`src/rtl/mux4_pkg.sv`:
```
// Shared types, widths and the rotating-search helper for the 4:1 mux arbiter.
package mux4_pkg;

  localparam int IDX_W = 2;
  localparam int N_REQ = 4;
  localparam int CNT_W = 4;

  typedef enum logic [0:0] {
    IDLE  = 1'b0,
    GRANT = 1'b1
  } state_e;

  typedef struct packed {
    logic             found;
    logic [IDX_W-1:0] idx;
  } pick_t;

  // First set bit at or after start, wrapping mod N_REQ.
  function automatic pick_t next_idx(input logic [N_REQ-1:0] req,
                                     input logic [IDX_W-1:0] start);
    pick_t            pick;
    logic [IDX_W-1:0] k;
    pick = '0;
    for (int i = N_REQ - 1; i >= 0; i--) begin
      k = start + IDX_W'(i);
      if (req[k]) begin
        pick.found = 1'b1;
        pick.idx   = k;
      end
    end
    return pick;
  endfunction

  function automatic logic [N_REQ-1:0] idx2oh(input logic [IDX_W-1:0] idx);
    return N_REQ'(1) << idx;
  endfunction

endpackage

```
`src/rtl/mux4_rr_arbiter_if.sv`:
```
// Request/data/grant bundle between requesters (master) and the arbiter (slave).
interface mux4_rr_arbiter_if;
  import mux4_pkg::*;

  logic [N_REQ-1:0] req;
  logic [N_REQ-1:0] din;
  logic [N_REQ-1:0] gnt;
  logic [IDX_W-1:0] sel;
  logic             busy;
  logic             y;

  modport master (
    output req,
    output din,
    input  gnt,
    input  sel,
    input  busy,
    input  y
  );

  modport slave (
    input  req,
    input  din,
    output gnt,
    output sel,
    output busy,
    output y
  );

endinterface

```
`src/rtl/rr_pick4.sv`:
```
// Combinational round-robin picker: first unmasked request at or after i_start.
module rr_pick4
  import mux4_pkg::*;
(
  input  logic [N_REQ-1:0] i_req,
  input  logic [IDX_W-1:0] i_start,
  input  logic [N_REQ-1:0] i_mask,
  output logic [IDX_W-1:0] o_idx,
  output logic             o_found
);

  pick_t w_pick;

  assign w_pick  = next_idx(i_req & ~i_mask, i_start);
  assign o_idx   = w_pick.idx;
  assign o_found = w_pick.found;

endmodule

```
`src/rtl/mux4_rr_arbiter.sv`:
```
// Round-robin arbiter for the shared 4:1 mux: one-hot grant, 2-bit select, bounded
// tenure and a registered copy of the selected data bit.
module mux4_rr_arbiter
  import mux4_pkg::*;
#(
  parameter int unsigned HOLD_MAX = 4
) (
  input  logic               clk,
  input  logic               rst_n,
  mux4_rr_arbiter_if.slave   arb
);

  localparam logic [CNT_W-1:0] HoldMax = CNT_W'(HOLD_MAX);
  localparam logic [CNT_W-1:0] CntOne  = CNT_W'(1);

  state_e           r_state;
  logic [IDX_W-1:0] r_last;
  logic [CNT_W-1:0] r_cnt;
  logic [N_REQ-1:0] r_gnt;
  logic [IDX_W-1:0] r_sel;
  logic             r_y;

  logic [IDX_W-1:0] w_start;
  logic [N_REQ-1:0] w_mask;
  logic [IDX_W-1:0] w_idx;
  logic             w_found;

  // r_last equals the owner while granted, so one picker serves both paths:
  // masking the owner makes the search cover only the other requesters.
  assign w_start = r_last + IDX_W'(1);
  assign w_mask  = (r_state == GRANT) ? idx2oh(r_last) : '0;

  rr_pick4 u_pick (
    .i_req   (arb.req),
    .i_start (w_start),
    .i_mask  (w_mask),
    .o_idx   (w_idx),
    .o_found (w_found)
  );

  always_ff @(posedge clk or negedge rst_n) begin
    if (!rst_n) begin
      r_state <= IDLE;
      r_last  <= IDX_W'(3);
      r_cnt   <= '0;
      r_gnt   <= '0;
      r_sel   <= '0;
      r_y     <= 1'b0;
    end else begin
      case (r_state)
        IDLE: begin
          r_y <= 1'b0;
          if (w_found) begin
            r_state <= GRANT;
            r_gnt   <= idx2oh(w_idx);
            r_sel   <= w_idx;
            r_last  <= w_idx;
            r_cnt   <= CntOne;
          end
        end
        GRANT: begin
          r_y <= arb.din[r_sel];
          if (!arb.req[r_sel]) begin
            if (w_found) begin
              r_gnt  <= idx2oh(w_idx);
              r_sel  <= w_idx;
              r_last <= w_idx;
              r_cnt  <= CntOne;
            end else begin
              r_state <= IDLE;
              r_gnt   <= '0;
              r_cnt   <= '0;
            end
          end else if (w_found && (r_cnt >= HoldMax)) begin
            r_gnt  <= idx2oh(w_idx);
            r_sel  <= w_idx;
            r_last <= w_idx;
            r_cnt  <= CntOne;
          end else if (r_cnt < HoldMax) begin
            r_cnt <= r_cnt + CntOne;
          end
        end
        default: begin
          r_state <= IDLE;
          r_gnt   <= '0;
          r_cnt   <= '0;
        end
      endcase
    end
  end

  assign arb.gnt  = r_gnt;
  assign arb.sel  = r_sel;
  assign arb.busy = |r_gnt;
  assign arb.y    = r_y;

endmodule

```
`src/flat_wrapper.sv`:
```
// flat-port wrapper written by rule: the top's interface ports become plain ports
module mux4_rr_arbiter_flat import mux4_pkg::*;
#(
  parameter int unsigned HOLD_MAX = 4
)
  (clk, rst_n, arb_req, arb_din, arb_gnt, arb_sel, arb_busy, arb_y);
  mux4_rr_arbiter_if arb_i ();
  input  logic clk;
  input  logic rst_n;
  input wire logic [$bits(arb_i.req)-1:0] arb_req;
  input wire logic [$bits(arb_i.din)-1:0] arb_din;
  output wire logic [$bits(arb_i.gnt)-1:0] arb_gnt;
  output wire logic [$bits(arb_i.sel)-1:0] arb_sel;
  output wire logic [$bits(arb_i.busy)-1:0] arb_busy;
  output wire logic [$bits(arb_i.y)-1:0] arb_y;
  assign arb_i.req = arb_req;
  assign arb_i.din = arb_din;
  assign arb_gnt = arb_i.gnt;
  assign arb_sel = arb_i.sel;
  assign arb_busy = arb_i.busy;
  assign arb_y = arb_i.y;
  mux4_rr_arbiter #(.HOLD_MAX(HOLD_MAX)) u_core (.clk(clk), .rst_n(rst_n), .arb(arb_i));
endmodule
```
`config.mk`:
```
export PLATFORM = sky130hd
export DESIGN_NAME = mux4_rr_arbiter_flat
export DESIGN_NICKNAME = d
export VERILOG_FILES = /design/src/rtl/mux4_pkg.sv /design/src/rtl/mux4_rr_arbiter_if.sv /design/src/rtl/rr_pick4.sv /design/src/rtl/mux4_rr_arbiter.sv /design/src/flat_wrapper.sv
export SDC_FILE = /design/constraint.sdc
export NUM_CORES = 1
export LEC_CHECK = 0
export ABC_AREA = 1
export ABC_CLOCK_PERIOD_IN_PS = 3200
export CAP_MARGIN = 20
export CELL_PAD_IN_SITES_DETAIL_PLACEMENT = 0
export CELL_PAD_IN_SITES_GLOBAL_PLACEMENT = 1
export CORE_ASPECT_RATIO = 1.5
export CORE_MARGIN = 2
export CORE_UTILIZATION = 39
export CTS_BUF_LIST = sky130_fd_sc_hd__clkbuf_8
export DETAILED_ROUTE_END_ITERATION = 7
export HOLD_SLACK_MARGIN = 0.08
export PLACE_DENSITY = 0.87
export REMOVE_ABC_BUFFERS = 1
export SLEW_MARGIN = 15
export SYNTH_ARGS = -nofsm -noshare
export SYNTH_HDL_FRONTEND = slang
export SYNTH_HIERARCHICAL = 1
export SYNTH_SLANG_ARGS = --single-unit
```
`constraint.sdc`:
```
create_clock -name clk -period 3.2 [get_ports clk]
set_input_delay 0.48 -clock clk [delete_from_list [all_inputs] [get_ports clk]]
set_output_delay 0.48 -clock clk [all_outputs]
set_load 0.03 [all_outputs]
```
; ---- Word level (Yosys, flattened, before mapping)
; Cells that the tools add are included.
; Widths: inputs -> output; s select.
[word_totals]
ff_bits = 14
latchBits = 0
ram_bits = 0
romBits = 0
out_inout_bits = 8
word_cells = 69
n_memories = 0
[classes]
addsub = 5
n_mul = 0
n_div = 0
magnitude_cmp = 7
eq_ne = 3
n_shift = 2
mux = 39
bitwise_logic = 3
n_reduce_logical = 4
[op_table]
columns = op, count
row1 = $mux 4, 9
row2 = $pmux 4 s2, 2
row3 = $lt 2x3->1 const B, 5
row4 = $bmux 1 s2, 6
row5 = $mux 3, 4
row6 = $mux 2, 5
row7 = $mux 1, 9
row8 = $pmux 2 s2, 2
row9 = $shl 1x2->4 const A, 2
row10 = $add 2x1->2 const B, 2
row11 = $add 2x2->2 const B, 2
row12 = $add 4x1->4 const B, 1
row13 = $and 4x4->4, 1
row14 = $ge 4x3->1 const B, 1
row15 = $lt 4x3->1 const B, 1
row16 = $ne 4x4->1 const B, 1
row17 = $not 4->4, 1
row18 = $pmux 1 s2, 2
row19 = $reduce_and 2->1, 2
row20 = $reduce_or 4->1, 1
row21 = $ne 3x3->1 const B, 1
row22 = $ne 2x2->1 const B, 1
row23 = $logic_and 1x1->1, 1
row24 = $not 1->1, 1

; ---- Depth between registers and ports, before layout
[logic_depth]
word_depth = 14
ltp_mapped = 19
ltp_nobuf = 19

; ---- Cells and area by module
; Netlist, hierarchy kept.
[by_module_without_submodules]
columns = mod, n_inst, cells_per_inst, area_per_inst_um2, seq_area_each_um2
row1 = mux4_rr_arbiter, 1, 135, 953.4, 352.8
row2 = rr_pick4, 1, 47, 267.8, 0.0

; ---- Worst setup path after synthesis
; Ideal clock, no wire load.
[synth_timing]
path_kind = register to register
from = reg u_core.r_last[0]
to = reg u_core.r_gnt[0], in the netlist u_core/arb.gnt[0]
setup_ns = 0.117
arrival_ns = 2.340
required_time_ns = 3.083
slack_ns = 0.743
path_stages_with_launch = 16
n_path_buf = 1
period_less_slack_ns = 2.457
path_cell_list = dfstp_2 -> inv_1 -> ha_1 -> buf_6 -> xor2_2 -> nand2_1 -> nand2_1 -> inv_1 -> nand2_1 -> or2_1 -> inv_1 -> nor2_4 -> nor2_2 -> nor2_4 -> nand2_1 -> nand2_1
[synth_via]
word_cells_on_any_way = 30
cone_classes = add/sub (4) / eq/ne (2) / shift (2) / mux (18) / bitwise (2) / reduce/logical (2)
[synth_rtl]
columns = item, line_no
row1 = start: declaration, mux4_rr_arbiter.sv:17  ; logic [IDX_W-1:0] r_last;
row2 = start signal: assignment, mux4_rr_arbiter.sv:57  ; r_last <= w_idx;
row3 = start signal: assignment, mux4_rr_arbiter.sv:67  ; r_last <= w_idx;
row4 = start signal: assignment, mux4_rr_arbiter.sv:77  ; r_last <= w_idx;
row5 = $add 2x1->2 (*), mux4_rr_arbiter.sv:30  ; assign w_start = r_last + IDX_W'(1);
row6 = via u_core.w_start[0], mux4_rr_arbiter.sv:23  ; logic [IDX_W-1:0] w_start;
row7 = $add 2x2->2, mux4_pkg.sv:25  ; k = start + IDX_W'(i);
row8 = $bmux 1 s2, mux4_pkg.sv:26  ; if (req[k]) begin
row9 = $mux 1 (not written as such), mux4_pkg.sv:26
row10 = $mux 3 (3 in series), mux4_pkg.sv:26
row11 = $mux 3 (*), mux4_pkg.sv:26
row12 = via u_core.w_found, mux4_rr_arbiter.sv:26  ; logic w_found;
row13 = $mux 4 or $logic_and 1x1->1 (tied branches), "mux4_rr_arbiter.sv:64, mux4_rr_arbiter.sv:74"
row14 = $mux 4 or $ne 3x3->1 (tied branches), --
row15 = $pmux 4 s2 or $reduce_and 2->1 (tied branches), --
row16 = end signal: assignment, mux4_rr_arbiter.sv:55  ; r_gnt <= idx2oh(w_idx);
row17 = end signal: assignment, mux4_rr_arbiter.sv:65  ; r_gnt <= idx2oh(w_idx);
row18 = end signal: assignment, mux4_rr_arbiter.sv:75  ; r_gnt <= idx2oh(w_idx);
row19 = end: declaration, mux4_rr_arbiter.sv:19  ; logic [N_REQ-1:0] r_gnt;
; Mark *: on every way through the listed nets, which the timed path passes. The rest lies on a longest branch. The select of a mux whose other input is x is not followed.
; A chain may end at the register's enable or synchronous reset.

; ---- Worst setup path in the final report
[layout_timing]
from = reg u_core.r_last[0]
to = reg u_core.r_cnt[1]
[layout_via]
word_cells_on_any_way = 27
cone_classes = add/sub (4) / eq/ne (2) / shift (1) / mux (16) / bitwise (2) / reduce/logical (2)
[layout_rtl]
columns = item, line_no
row1 = $add 2x1->2 (*), mux4_rr_arbiter.sv:30
row2 = via u_core.w_start[0], mux4_rr_arbiter.sv:23
row3 = $add 2x2->2, mux4_pkg.sv:25
row4 = $bmux 1 s2, mux4_pkg.sv:26
row5 = $mux 1 (not written as such), mux4_pkg.sv:26
row6 = $mux 3 (3 in series), mux4_pkg.sv:26
row7 = $mux 3 (*), mux4_pkg.sv:26
row8 = via u_core.w_found, mux4_rr_arbiter.sv:26
row9 = $logic_and 1x1->1, mux4_rr_arbiter.sv:74  ; end else if (w_found && (r_cnt >= HoldMax)) begin
row10 = $mux 4, mux4_rr_arbiter.sv:74
row11 = $mux 4, mux4_rr_arbiter.sv:63  ; if (!arb.req[r_sel]) begin
row12 = $pmux 4 s2, mux4_rr_arbiter.sv:50  ; case (r_state)
row13 = end signal: assignment, mux4_rr_arbiter.sv:68  ; r_cnt <= CntOne;
row14 = end signal: assignment, mux4_rr_arbiter.sv:78  ; r_cnt <= CntOne;
row15 = end signal: assignment, mux4_rr_arbiter.sv:80  ; r_cnt <= r_cnt + CntOne;
row16 = end: declaration, mux4_rr_arbiter.sv:18  ; logic [CNT_W-1:0] r_cnt;
; Marks and branches as above.

==> flow_metrics.tcl <==
set metrics [dict create \
    fin_crit_sh_pct 85.1 \
    post_cts_buffers 0 \
    synthTopCellsByArea "dfrtp_1 (25%), nand2_1 (20%), inv_1 (9.2%)" \
    antenna_found_initial 0 \
    min_period_ns 2.72 \
    async_reset_ff_share_pct 100 \
    synth-main-ff-cell "dfrtp_1" \
    cts_tree "built" \
    via_per_inst 4.88 \
    worst_slew_pin_slew_ns 0.649 \
    gr-usage-all-layers_pct 17.2 \
    drc 0 \
    ys_seq_elements 14 \
    yosysUniqueCellTypes 29 \
    synth_area_um2 1220 \
    hold_path_class "flop to flop" \
    die-area_um2 3600 \
    cp_max_fo 8 \
    first_iter_violations 23 \
    crit_buf_inv 3 \
    cts-buffers-inserted 3 \
    cts_root_buf "clkbuf_8" \
    cts.repair.resized 0 \
    ant_nets 0 \
    cp_top_family "simple AND/OR/NAND/NOR gates" \
    relSlewSlack_pct 56.6 \
    worstSetupEndpointType "flop" \
    skew_ns 0.00136 \
    rsz0062_at_grt "false" \
    area_growth_pct 20.0 \
    synthCells 182 \
    antenna_cells 0 \
    seq_area_frac_synth_pct 28.9 \
    fin_nets 217 \
    io_buffers 17 \
    syn_avg_cell_area_um2 6.71 \
    fin_area_um2 1470 \
    arrival_ns 2.90 \
    start_kind "flop" \
    die_y_um 72.5 \
    dp_hpwl_um 2220 \
    wirelength_um 2770 \
    place.gp.congestion 0.819 \
    worst_skew_pair.late_latency_ns 0.24 \
    setup_tns_ns 0 \
    layout-drive-gt1-share_pct 13.9 \
    max_stage_delay_ns 0.56 \
    drtPass1Iterations 4 \
    initial_utilization_pct 41.5 \
    fmax_mhz 367 \
    synth_commonest_cells "nand2_1 (65), inv_1 (30), nor2_1 (14)" \
    clk_path_buf_depth 2 \
    synth.top_cell.area_share_pct 24.6 \
    finalSetupViolCount 0 \
    grt_max_degree 15 \
    grt_pass1_vias 1136 \
    cp.required_ns 3.38 \
    cts.hold.buffers_added 0 \
    ios 18 \
    path_cells "inv_1, ha_1, xor2_2, nand2_1, nand2_1, inv_1, nand2_1, or2_1, inv_1, o21ai_0, o21ai_0, nand2_1, nand2_1" \
    fp-row-count 24 \
    wl_per_cell_um 11.5 \
    cts_num_sinks 14 \
    path_clk_slew_ns 0.06 \
    ys_warn_count 6 \
    die_w_um 49.7 \
    coreArea_um2 2940 \
    synth_edf_count 0 \
    htreeDepth 1 \
    slew_viol_final 0 \
    vias 1170 \
    cp_common_cell "nand2_1" \
    critPathSlowestCell "dfstp_2" \
    outcome "completed" \
    grt_overflow_total 0 \
    placed_area_um2 1410 \
    yosys.area.top_type "dfrtp_1" \
    grt_pass1_wl_um 4870 \
    crit_type "flop to flop" \
    maxCapViolations 0 \
    yosysMostFrequentCell "nand2_1" \
    hold_viol_final 0 \
]
-- worst reg2reg max path, stage by stage (launching register included) --
cell and delay [ns]:
dfstp_2 0.56, inv_1 0.06, ha_1 0.42, xor2_2 0.22, nand2_1 0.09, nand2_1 0.07
inv_1 0.05, nand2_1 0.05, or2_1 0.26, inv_1 0.25, o21ai_0 0.17, o21ai_0 0.29
nand2_1 0.09, nand2_1 0.07
-- cell type report --
class / instances / area (um^2)
fillers: 338 / 1480
multi-input cells: 132 / 704
flip-flops and latches: 14 / 353
repair buffers: 18 / 178
inverters: 33 / 126
clock buffers: 4 / 55.1
well taps: 39 / 48.8
-- metrics by stage --
| step | setup slack [ns] | hold slack (ns) | utilization [%] | cells |
|---|---|---|---|---|
| 6_report | 0.478 | 0.487 | 49.8 | 240 |
| 3_5_place_dp | 0.502 | 0.478 | 47.9 | 236 |
| 5_1_grt | 0.212 | 0.529 | 49.8 | 240 |
| 2_1_floorplan | 0.554 | 0.184 | - | 179 |
| 4_1_cts | 0.469 | 0.495 | 49.8 | 240 |
| 3_3_place_gp | 0.561 | 0.470 | 47.9 | 236 |
-- layout by cell type (no fill, tap or decap) --
cell             Yosys  final
or4_1                1      1
nor2_2               2      2
and2_4               1      1
buf_4                0      1
nand2_2              2      2
o21ai_1              4      4
dfrtp_1             12     12
or2_1                1      1
dfstp_2              2      2
nand3_4              1      1
nand3_2              5      5
inv_4                1      1
o21ai_2              1      1
o21ai_0              5      5
nand2_1             65     65
nand3_1             11     11
clkdlybuf4s50_1      0     17
nor2_4               2      2
a21oi_2              1      1
xnor2_2              1      1
clkbuf_8             0      4
inv_2                1      1
nor3_2               2      2
ha_1                 5      5
a21oi_1              6      6
inv_1               30     30
clkinv_1             1      1
xor2_2               1      1
nor2_1              14     14
o211ai_1             1      1
-- sequential cells by signal, indices dropped and copies added (netlist names) --
name and flops:
u_core/arb.gnt 4, u_core/r_cnt 4, u_core/arb.sel 2, u_core/r_last 2
u_core/arb.y 1, u_core/r_state 1
-- logic make-up after synthesis --
group	count (synthesis)	synth area share, %
AO/OA/AOI/OAI	18	8.20
flip-flops	14	28.9
adder cells (fa/ha/maj)	5	5.12
buffers and inverters	36	13.4
AND/OR/NAND/NOR	107	41.7
XOR/XNOR	2	2.66
-- path summary, 6_finish.rpt --
kind                                   from               to  slack, ns  depth (start not counted)
max                        u_core/r_last[0]  u_core/r_cnt[1]       0.48                         13
min                         u_core/r_cnt[1]  u_core/r_cnt[1]       0.49                          2
max reg2reg                u_core/r_last[0]  u_core/r_cnt[1]       0.48                         13
min reg2reg                 u_core/r_cnt[1]  u_core/r_cnt[1]       0.49                          2
max in group asynchronous             rst_n  u_core/r_cnt[1]       2.15                          1
min in group asynchronous             rst_n  u_core/r_cnt[2]       0.64                          1
-- per-layer routing --
layer,global-route usage [%],vias up,wire (um)
li1,-,593,-
met1,19.8,532,1150
met2,31.9,39,1460
met3,2.67,6,108
met4,5.86,0,53
met5,0,-,0
Power is not shown: default switching activity piles up to over one toggle a cycle in this logic, so the estimate is an artifact.
